--- src/rtl/mdu_sequencer.sv ---
// mdu_sequencer: iterative RV32M multiply/divide unit for the Execute stage.
// One iteration per cycle: shift-add for MUL/MULH/MULHSU/MULHU and restoring
// division for DIV/DIVU/REM/REMU. Signed ops work on magnitudes and the sign
// is applied when the final value is captured into the result register.
//
// Build option: define MDU_DIV_EN to include the divider. Without it, divide
// ops (op_E[2]=1) complete in one cycle with result 0.
//
// Ports:
//   clk          rising-edge clock
//   rst          asynchronous active-low reset
//   start_E      Execute stage holds a valid RV32M op
//   op_E         RV32M funct3
//   src_a_E      forwarded operand A
//   src_b_E      forwarded operand B
//   flush_E      Execute-stage flush
//   stall_E      holds the IF/ID/EX pipeline registers
//   busy         sequencer is not idle
//   result_valid one-cycle strobe, result is valid
//   result       MDU result, held until the next completion
module mdu_sequencer #(
  parameter int unsigned XLEN  = 32,
  parameter int unsigned CNT_W = 6
) (
  input  logic            clk,
  input  logic            rst,
  input  logic            start_E,
  input  logic [2:0]      op_E,
  input  logic [XLEN-1:0] src_a_E,
  input  logic [XLEN-1:0] src_b_E,
  input  logic            flush_E,
  output logic            stall_E,
  output logic            busy,
  output logic            result_valid,
  output logic [XLEN-1:0] result
);

  typedef enum logic [1:0] {IDLE, RUN, DONE} state_t;
  state_t state, state_nxt;

  logic [CNT_W-1:0] cnt;
  logic [1:0]       op_q;
  logic             neg_q;
  logic [XLEN-1:0]  hi_q, lo_q, addend_q, result_q;
`ifdef MDU_DIV_EN
  logic             div_q;
  logic             div_zero, div_ovf;
  logic [XLEN:0]    r_sh;
  logic             ge;
  logic [XLEN-1:0]  diff, dval;
`endif

  logic             accept, fast, last;
  logic             sign_a, sign_b, neg_in;
  logic [XLEN-1:0]  mag_a, mag_b, fast_res;
  logic [XLEN:0]    sum;
  logic [XLEN-1:0]  hi_nxt, lo_nxt, mul_res, final_res;
  logic [2*XLEN-1:0] prod, prod_s;

  assign accept = (state == IDLE) & start_E & ~flush_E;
  assign last   = (cnt == CNT_W'(XLEN-1));

  // Operand decode: magnitudes, result sign and the single-cycle cases.
  always_comb begin
    sign_a = src_a_E[XLEN-1] & ((op_E == 3'b001) | (op_E == 3'b010) |
                                (op_E == 3'b100) | (op_E == 3'b110));
    sign_b = src_b_E[XLEN-1] & ((op_E == 3'b001) | (op_E == 3'b100) |
                                (op_E == 3'b110));
    mag_a  = sign_a ? -src_a_E : src_a_E;
    mag_b  = sign_b ? -src_b_E : src_b_E;
    // Remainder takes the dividend's sign; everything else the XOR.
    neg_in = (op_E == 3'b110) ? sign_a : (sign_a ^ sign_b);
`ifdef MDU_DIV_EN
    div_zero = op_E[2] & (src_b_E == '0);
    div_ovf  = op_E[2] & ~op_E[0] & (src_a_E == {1'b1, {(XLEN-1){1'b0}}}) &
               (src_b_E == '1);
    fast     = div_zero | div_ovf;
    if (div_zero) fast_res = op_E[1] ? src_a_E : '1;
    else          fast_res = op_E[1] ? '0 : src_a_E;
`else
    fast     = op_E[2];
    fast_res = '0;
`endif
  end

  // One iteration of the shared hi/lo datapath.
  always_comb begin
    sum              = {1'b0, hi_q} + (lo_q[0] ? {1'b0, addend_q} : '0);
    {hi_nxt, lo_nxt} = {sum, lo_q[XLEN-1:1]};
`ifdef MDU_DIV_EN
    r_sh = {hi_q, lo_q[XLEN-1]};
    ge   = (r_sh >= {1'b0, addend_q});
    diff = r_sh[XLEN-1:0] - addend_q;
    if (div_q) begin
      hi_nxt = ge ? diff : r_sh[XLEN-1:0];
      lo_nxt = {lo_q[XLEN-2:0], ge};
    end
`endif
  end

  // Final value after the last iteration, with sign applied.
  always_comb begin
    prod      = {hi_nxt, lo_nxt};
    prod_s    = neg_q ? -prod : prod;
    mul_res   = (op_q == 2'b00) ? prod_s[XLEN-1:0] : prod_s[2*XLEN-1:XLEN];
    final_res = mul_res;
`ifdef MDU_DIV_EN
    dval = op_q[1] ? hi_nxt : lo_nxt;
    if (div_q) final_res = neg_q ? -dval : dval;
`endif
  end

  always_ff @(posedge clk or negedge rst) begin
    if (!rst) state <= IDLE;
    else      state <= state_nxt;
  end

  always_comb begin
    state_nxt = state;
    unique case (state)
      IDLE: if (accept) state_nxt = fast ? DONE : RUN;
      RUN: begin
        if (flush_E)   state_nxt = IDLE;
        else if (last) state_nxt = DONE;
      end
      DONE:    state_nxt = IDLE;
      default: state_nxt = IDLE;
    endcase
  end

  always_comb begin
    stall_E      = rst & ~flush_E & (((state == IDLE) & start_E) | (state == RUN));
    busy         = (state != IDLE);
    result_valid = (state == DONE) & ~flush_E;
    result       = result_q;
  end

  always_ff @(posedge clk or negedge rst) begin
    if (!rst) begin
      cnt      <= '0;
      op_q     <= '0;
      neg_q    <= 1'b0;
      hi_q     <= '0;
      lo_q     <= '0;
      addend_q <= '0;
      result_q <= '0;
`ifdef MDU_DIV_EN
      div_q    <= 1'b0;
`endif
    end else begin
      if (accept) begin
        op_q     <= op_E[1:0];
        neg_q    <= neg_in;
        hi_q     <= '0;
        // Multiply: lo holds the multiplier. Divide: lo holds the dividend.
        lo_q     <= op_E[2] ? mag_a : mag_b;
        addend_q <= op_E[2] ? mag_b : mag_a;
        cnt      <= '0;
`ifdef MDU_DIV_EN
        div_q    <= op_E[2];
`endif
        if (fast) result_q <= fast_res;
      end else if ((state == RUN) && !flush_E) begin
        hi_q <= hi_nxt;
        lo_q <= lo_nxt;
        cnt  <= cnt + CNT_W'(1);
        if (last) result_q <= final_res;
      end
    end
  end

endmodule

--- config.mk ---
export PLATFORM = sky130hd
export DESIGN_NAME = mdu_sequencer
export DESIGN_NICKNAME = d
export VERILOG_FILES = /design/src/rtl/mdu_sequencer.sv
export SDC_FILE = /design/constraint.sdc
export NUM_CORES = 1
export LEC_CHECK = 0
export ABC_AREA = 1
export ABC_CLOCK_PERIOD_IN_PS = 6580
export BUFFER_PORTS_ARGS = -buffer_cell sky130_fd_sc_hd__buf_2
export CORE_UTILIZATION = 40
export DETAILED_ROUTE_END_ITERATION = 8
export PLACE_DENSITY = 0.55
export SKIP_LAST_GASP = 1
export SLEW_MARGIN = 0
export SYNTH_ARGS = -nofsm -noshare
export SYNTH_HDL_FRONTEND = slang
export SYNTH_SLANG_ARGS = --single-unit
--- constraint.sdc ---
create_clock -name clk -period 6.58 [get_ports clk]
set_input_delay 0.329 -clock clk [delete_from_list [all_inputs] [get_ports clk]]
set_output_delay 0.329 -clock clk [all_outputs]
set_load 0.02 [all_outputs]
* After elaboration in Yosys (flattened, before gate mapping)
Cells that the tools add are included. Widths: inputs -> output; s select.
Operators by class: muxes and demuxes 23, reductions and logical operators 9, eq/ne operators 10, add/sub/neg operators 5, bitwise gates (word level) 15
Operator list (number):
- $mux 32 | 14
- $mux 64 | 1
- $neg 32->32 | 2
- $neg 64->64 | 1
- $add 32x32->33 | 1
- $mux 6 | 2
- $mux 2 | 4
- $and 1x1->1 | 7
- $add 6x1->6 const B | 1
- $eq 3x3->1 const B | 2
- $eq 6x5->1 const B | 1
- $or 1x1->1 | 6
- $reduce_bool 2->1 | 3
- $logic_not 2->1 | 2
- $ne 2x2->1 const B | 2
- $pmux 2 s2 | 1
- $eq 3x1->1 const B | 1
- $eq 3x2->1 const B | 1
- $ne 3x3->1 const B | 1
- $reduce_and 3->1 | 1
- $eq 2x1->1 const B | 1
- $eq 2x2->1 const B | 1
- $reduce_and 2->1 | 1
- $logic_and 1x1->1 | 1
- other kinds (4) | 4
Storage, ports and cells: input bits 71, word-level logic and storage cells 70, register bits after elaboration 139, output and inout port bits 35

* Depth between registers and ports, before layout
depth after elaboration 8, depth in mapped cells 26

* Worst setup path after synthesis
OpenSTA, ideal clock, no wires.
kind reg2reg, from register lo_q[0], to register result_q[25] (netlist: result[25]), setup slack 3.850 ns, setup time 0.117 ns, buffers on the path 3, stages on the path, launching flop included 22, arrival time 2.614 ns, cell sequence dfrtp_1 clkbuf_1 clkbuf_1 nand2_1 inv_1 ha_1 buf_6 or2_1 nand3_1 nand2_1 nand2_1 nand3_1 nand2_2 nand2_2 nor2_2 nand3_2 a21oi_4 nand2_1 nand2_1 nand3_1 nand2_1 nand2_1
On the way: cells in the longest elaborated chain, start to end 8
Ends and longest elaborated chain:
- from (decl) | line 44 | logic [XLEN-1:0] hi_q, lo_q, addend_q, result_q;
- from (signal assigned) | line 156 | lo_q <= op_E[2] ? mag_a : mag_b;
- from (signal assigned) | line 165 | lo_q <= lo_nxt;
- $mux 32 * | line 88 | sum = {1'b0, hi_q} + (lo_q[0] ? {1'b0, addend_q} : '0);
- $add 32x32->33 * | line 88
- $neg 64->64 | line 104 | prod_s = neg_q ? -prod : prod;
- $mux 64 * | line 104
- $mux 32 * | line 105 | mul_res = (op_q == 2'b00) ? prod_s[XLEN-1:0] : prod_s[2*XLEN-1:XLEN];
- $mux 32 * | line 167 | if (last) result_q <= final_res;
- $mux 32 * | line 163 | end else if ((state == RUN) && !flush_E) begin
- $mux 32 * | line 151 | if (accept) begin
- to (signal assigned) | line 162 | if (fast) result_q <= fast_res;
- to (signal assigned) | line 167
- to (decl) | line 44
Every way passes the cells marked *; elsewhere a longest branch is shown, timed or not. The select of a mux whose other input is x is not followed. A chain may end at the register's enable or synchronous reset.

* Worst setup path after layout
from register lo_q[0], to register result_q[13] (netlist: result[13])
The elaborated chain is that of the path after synthesis.

==> summary.md <==
| Metric | Value |
|---|---|
| CP Max Fanout | `33` |
| RePlAce Congestion | `0.9646` |
| Clock sink count | `139` |
| Worst Setup End Kind | `register` |
| Net Sw Power | `1.965 mW` |
| Placed cells | `2,574` |
| Final ANT Viol Nets | `0` |
| Clock latency on the worst-skew pair | `0.45 ns` |
| Slowest stage delay, CP | `1.19 ns` |
| Row count | `65` |
| Clk pwr share | `23.5%` |
| Total chip power | `4.126 mW` |
| Top cell type's share of synthesized area | `27.19%` |
| Largest family of logic cells by synthesized area | `simple AND/OR/NAND/NOR gates` |
| Post-Synthesis Cells | `2,117` |
| Area of the core | `31,470 um^2` |
| Drt first pass iters | `6` |
| Leading area contributor after synthesis | `dfrtp_1` |
| DRC | `0` |
| Final Core Density | `45.34%` |
| Post-CTS Setup Repair Bufs | `0` |
| Setup Skew | `0.01143 ns` |
| CTS resizes | `0` |
| Outcome | `finished clean` |
| Async set-reset flop share out of synthesis | `100.0%` |
| Sequence of cells on the critical path | `nand2_1 > inv_1 > ha_1 > fa_1 > nand2_1 > nand2_1 > nand3_1 > nand2_1 > nand2_1 > nand2_2 > nand2_1 > nor3_1 > nand3_2 > nand2_1 > xor2_1 > o21ai_0 > nand2_1` |
| Crit start category | `register` |
| Final period util | `66.24%` |
| Ys flop type | `dfrtp_1` |
| Final count of hold timing violations | `0` |
| Worst Path Class, Setup | `register to register` |
| Max-cap viol count | `0` |
| Largest net degree at the start of global routing | `88` |
| FF+latch count, synth | `139` |
| Internal Power | `2.161 mW` |
| Switch share | `47.63%` |
| Root buffer cell | `clkbuf_16` |
| Post-synth EDFFs | `0` |
| # fillers | `3,415` |
| Worst path required time | `6.90 ns` |
| Hold WC Path Type | `input port to register` |
| Seq pwr share | `28.7%` |
| Slew HR | `15.27%` |
| Share of cells above drive strength 1 | `10.57%` |
| Synth top cells by count | `nand2_1 (652), inv_1 (316), nor2_1 (220)` |
| Actual slew at the worst max-slew pin | `1.266 ns` |
| Post-synthesis simple-gate area fraction | `38.16%` |
| Post-Synth Adder-Cell Area | `3.678%` |
| Post-synthesis xor/xnor area fraction | `4.441%` |
| Top-level I/O count | `106` |
| Synth Area in Compound Gates | `14.65%` |
| Mean post-synth cell area | `6.042 um^2` |
| Distinct cells, synth | `54` |
| PD cells | `289.2 nW/um^2` |
| CP bufs+invs | `1` |
| CTS clk-pin slew, worst paths | `0.07 ns` |
| Max Slew Vio Count | `0` |
| Post-DP Area | `13,690 um^2` |
| # nets final | `2,300` |
| H-tree levels | `4` |
| Period minus WS final | `4.358 ns` |
| Unrepaired setup endpoints after global routing | `no` |
| Final setup violation count | `0` |
| DR WL/cell | `17.51 um` |
| Vias/cell | `5.271` |
| Largest cells by area after synthesis | `dfrtp_1 (27%), nand2_1 (19%), inv_1 (9.3%), o21ai_0 (6.5%), nor2_1 (6.5%)` |
| Non-Filler Instances | `2,607` |
| Gr ovfl total | `0` |
| Die Area | `32,700 um^2` |
| Total Wirelength | `45.66 mm` |
| First-pass GRT wire length | `72.28 mm` |
| # diodes | `0` |
| Crit path DAT | `4.67 ns` |
| Cell area after layout | `14,270 um^2` |
| Ys Warns | `0` |
| Antenna violations before repair | `0` |
| CTS tree | `done` |
| Die width | `180.8 um` |
| Initial Utilization | `40.64%` |
| Maximum vdd drop | `0.0001856 V` |
| CTS buffer count | `17` |
| Comb power frac | `47.9%` |
| Setup TNS | `0 ns` |
| Leakage | `7.712 nW` |
| Vert. Die Dim | `180.8 um` |
| Vias | `13,741` |
| Most frequent cell after synthesis | `nand2_1` |
| Vias in the first global route | `13,128` |
| Post-synthesis mux area share | `0%` |
| I/O Buffers | `105` |
| Seq/Total Area, Yosys | `27.19%` |
| Critical path's top delay family | `simple AND/OR/NAND/NOR gates` |
| Max clock buf depth | `2` |
| Syn nets | `2,225` |
| Area Overhead vs Synth | `11.56%` |
| Post-synthesis cell area | `12,790 um^2` |
| Drt initial violations | `1,023` |
| Detailed-placement wirelength estimate | `35.95 mm` |
| Gr usage total | `28.47%` |
| Fmax | `0.2294 GHz` |
| Crit-path most repeated cell | `nand2_1` |
| Crit-path slowest cell | `dfrtp_1` |
-- worst reg2reg max path: cells and delay by family (launching register included) --
family          cells  cell delay (ns)
compound gates      1             0.45
xor+xnor            1             0.07
fa+ha+maj           2             0.67
buf+inv             1             0.11
flops               1             1.19
simple gates       12             1.76
-- metal layers --
layer	vias up	share of wire, %	global-route usage [%]
met5	-	0	0
met4	0	2.4	8.855
met3	60	4.8	2.741
met2	453	46	47.00
met1	6332	46	39.12
li1	6896	-	-
-- path summary, 6_finish.rpt --
kind                                             to  slack, ns              startpoint  cells after the start
max reg2reg                  result[13]$_DFFE_PN0P_       2.22     lo_q[0]$_DFFE_PN0P_                     17
max                          result[13]$_DFFE_PN0P_       2.22     lo_q[0]$_DFFE_PN0P_                     17
min                             op_q[1]$_DFFE_PN0P_       0.18                 op_E[1]                      3
min in group asynchronous  addend_q[13]$_DFFE_PN0P_       0.41                     rst                      2
max in group asynchronous      hi_q[20]$_DFFE_PN0P_       5.29                     rst                      3
min reg2reg                  result[13]$_DFFE_PN0P_       0.47  result[13]$_DFFE_PN0P_                      2
-- area by class of cell --
| cell class | instances | area, um^2 | area share [%] |
|---|---|---|---|
| Clock buffer | 20 | 456.7 | 3.200 |
| Clock inverter | 12 | 115.1 | 0.8067 |
| Inverter | 337 | 1265 | 8.865 |
| Multi-Input combinational cell | 1578 | 7799 | 54.65 |
| Sequential cell | 139 | 3480 | 24.38 |
| Tap cell | 402 | 503.0 | 3.525 |
| Timing Repair Buffer | 119 | 651.9 | 4.568 |
-- cells in the final DEF (no fill, tap or decap), types with 13 or more instances in the layout --
master,count
nand2_1,652
inv_1,316
nor2_1,220
o21ai_0,166
dfrtp_1,138
nand3_1,130
buf_2,104
a21oi_1,64
xor2_1,52
ha_1,36
nor3_1,29
nand4_1,27
nand2_2,26
o211ai_1,25
inv_2,18
clkbuf_16,17
nor2_2,16
o21ai_1,13
-- stage by stage --
stage          hold slack [ns]  worst slack (ns)
5_1_grt                 0.1917             2.034
4_1_cts                 0.1763             2.360
3_3_place_gp            0.3482             2.384
6_report                0.1833             2.222
3_5_place_dp            0.3425             2.391
2_1_floorplan          0.03341             3.850
-- registers in the layout (all words and copies together) (netlist names) --
name	count
op_q	2
hi_q	32
neg_q	1
result	32
addend_q	32
cnt	6
lo_q	32
state	2
-- what timing repair did --
item / in CTS / in global routing
setup endpoints to repair: 0 / 0
endpoints found under the hold margin: 52 / 0
hold buffers: 1 / 0
-- power groups by stage --
stage	Clock (mW)	Combinational, mW	Sequential, mW
floorplan	0	1.43	1.11
global placement	0	1.93	1.19
detailed placement	0	1.94	1.19
CTS	0.979	1.95	1.18
global route	1.01	2.21	1.20
finish	0.969	1.97	1.18
-- cells by family (layout without fill, tap and decap cells) --
| kind of cell | count (synthesis) | after routing |
|---|---|---|
| xor gates and xnor gates | 64 | 64 |
| DFF | 139 | 139 |
| adders and majority gates | 37 | 37 |
| AOI/OAI and AO/OA | 327 | 327 |
| buffers and inverters | 400 | 488 |
| and+or+nand+nor | 1150 | 1150 |
(Power assumes the default switching activity.)
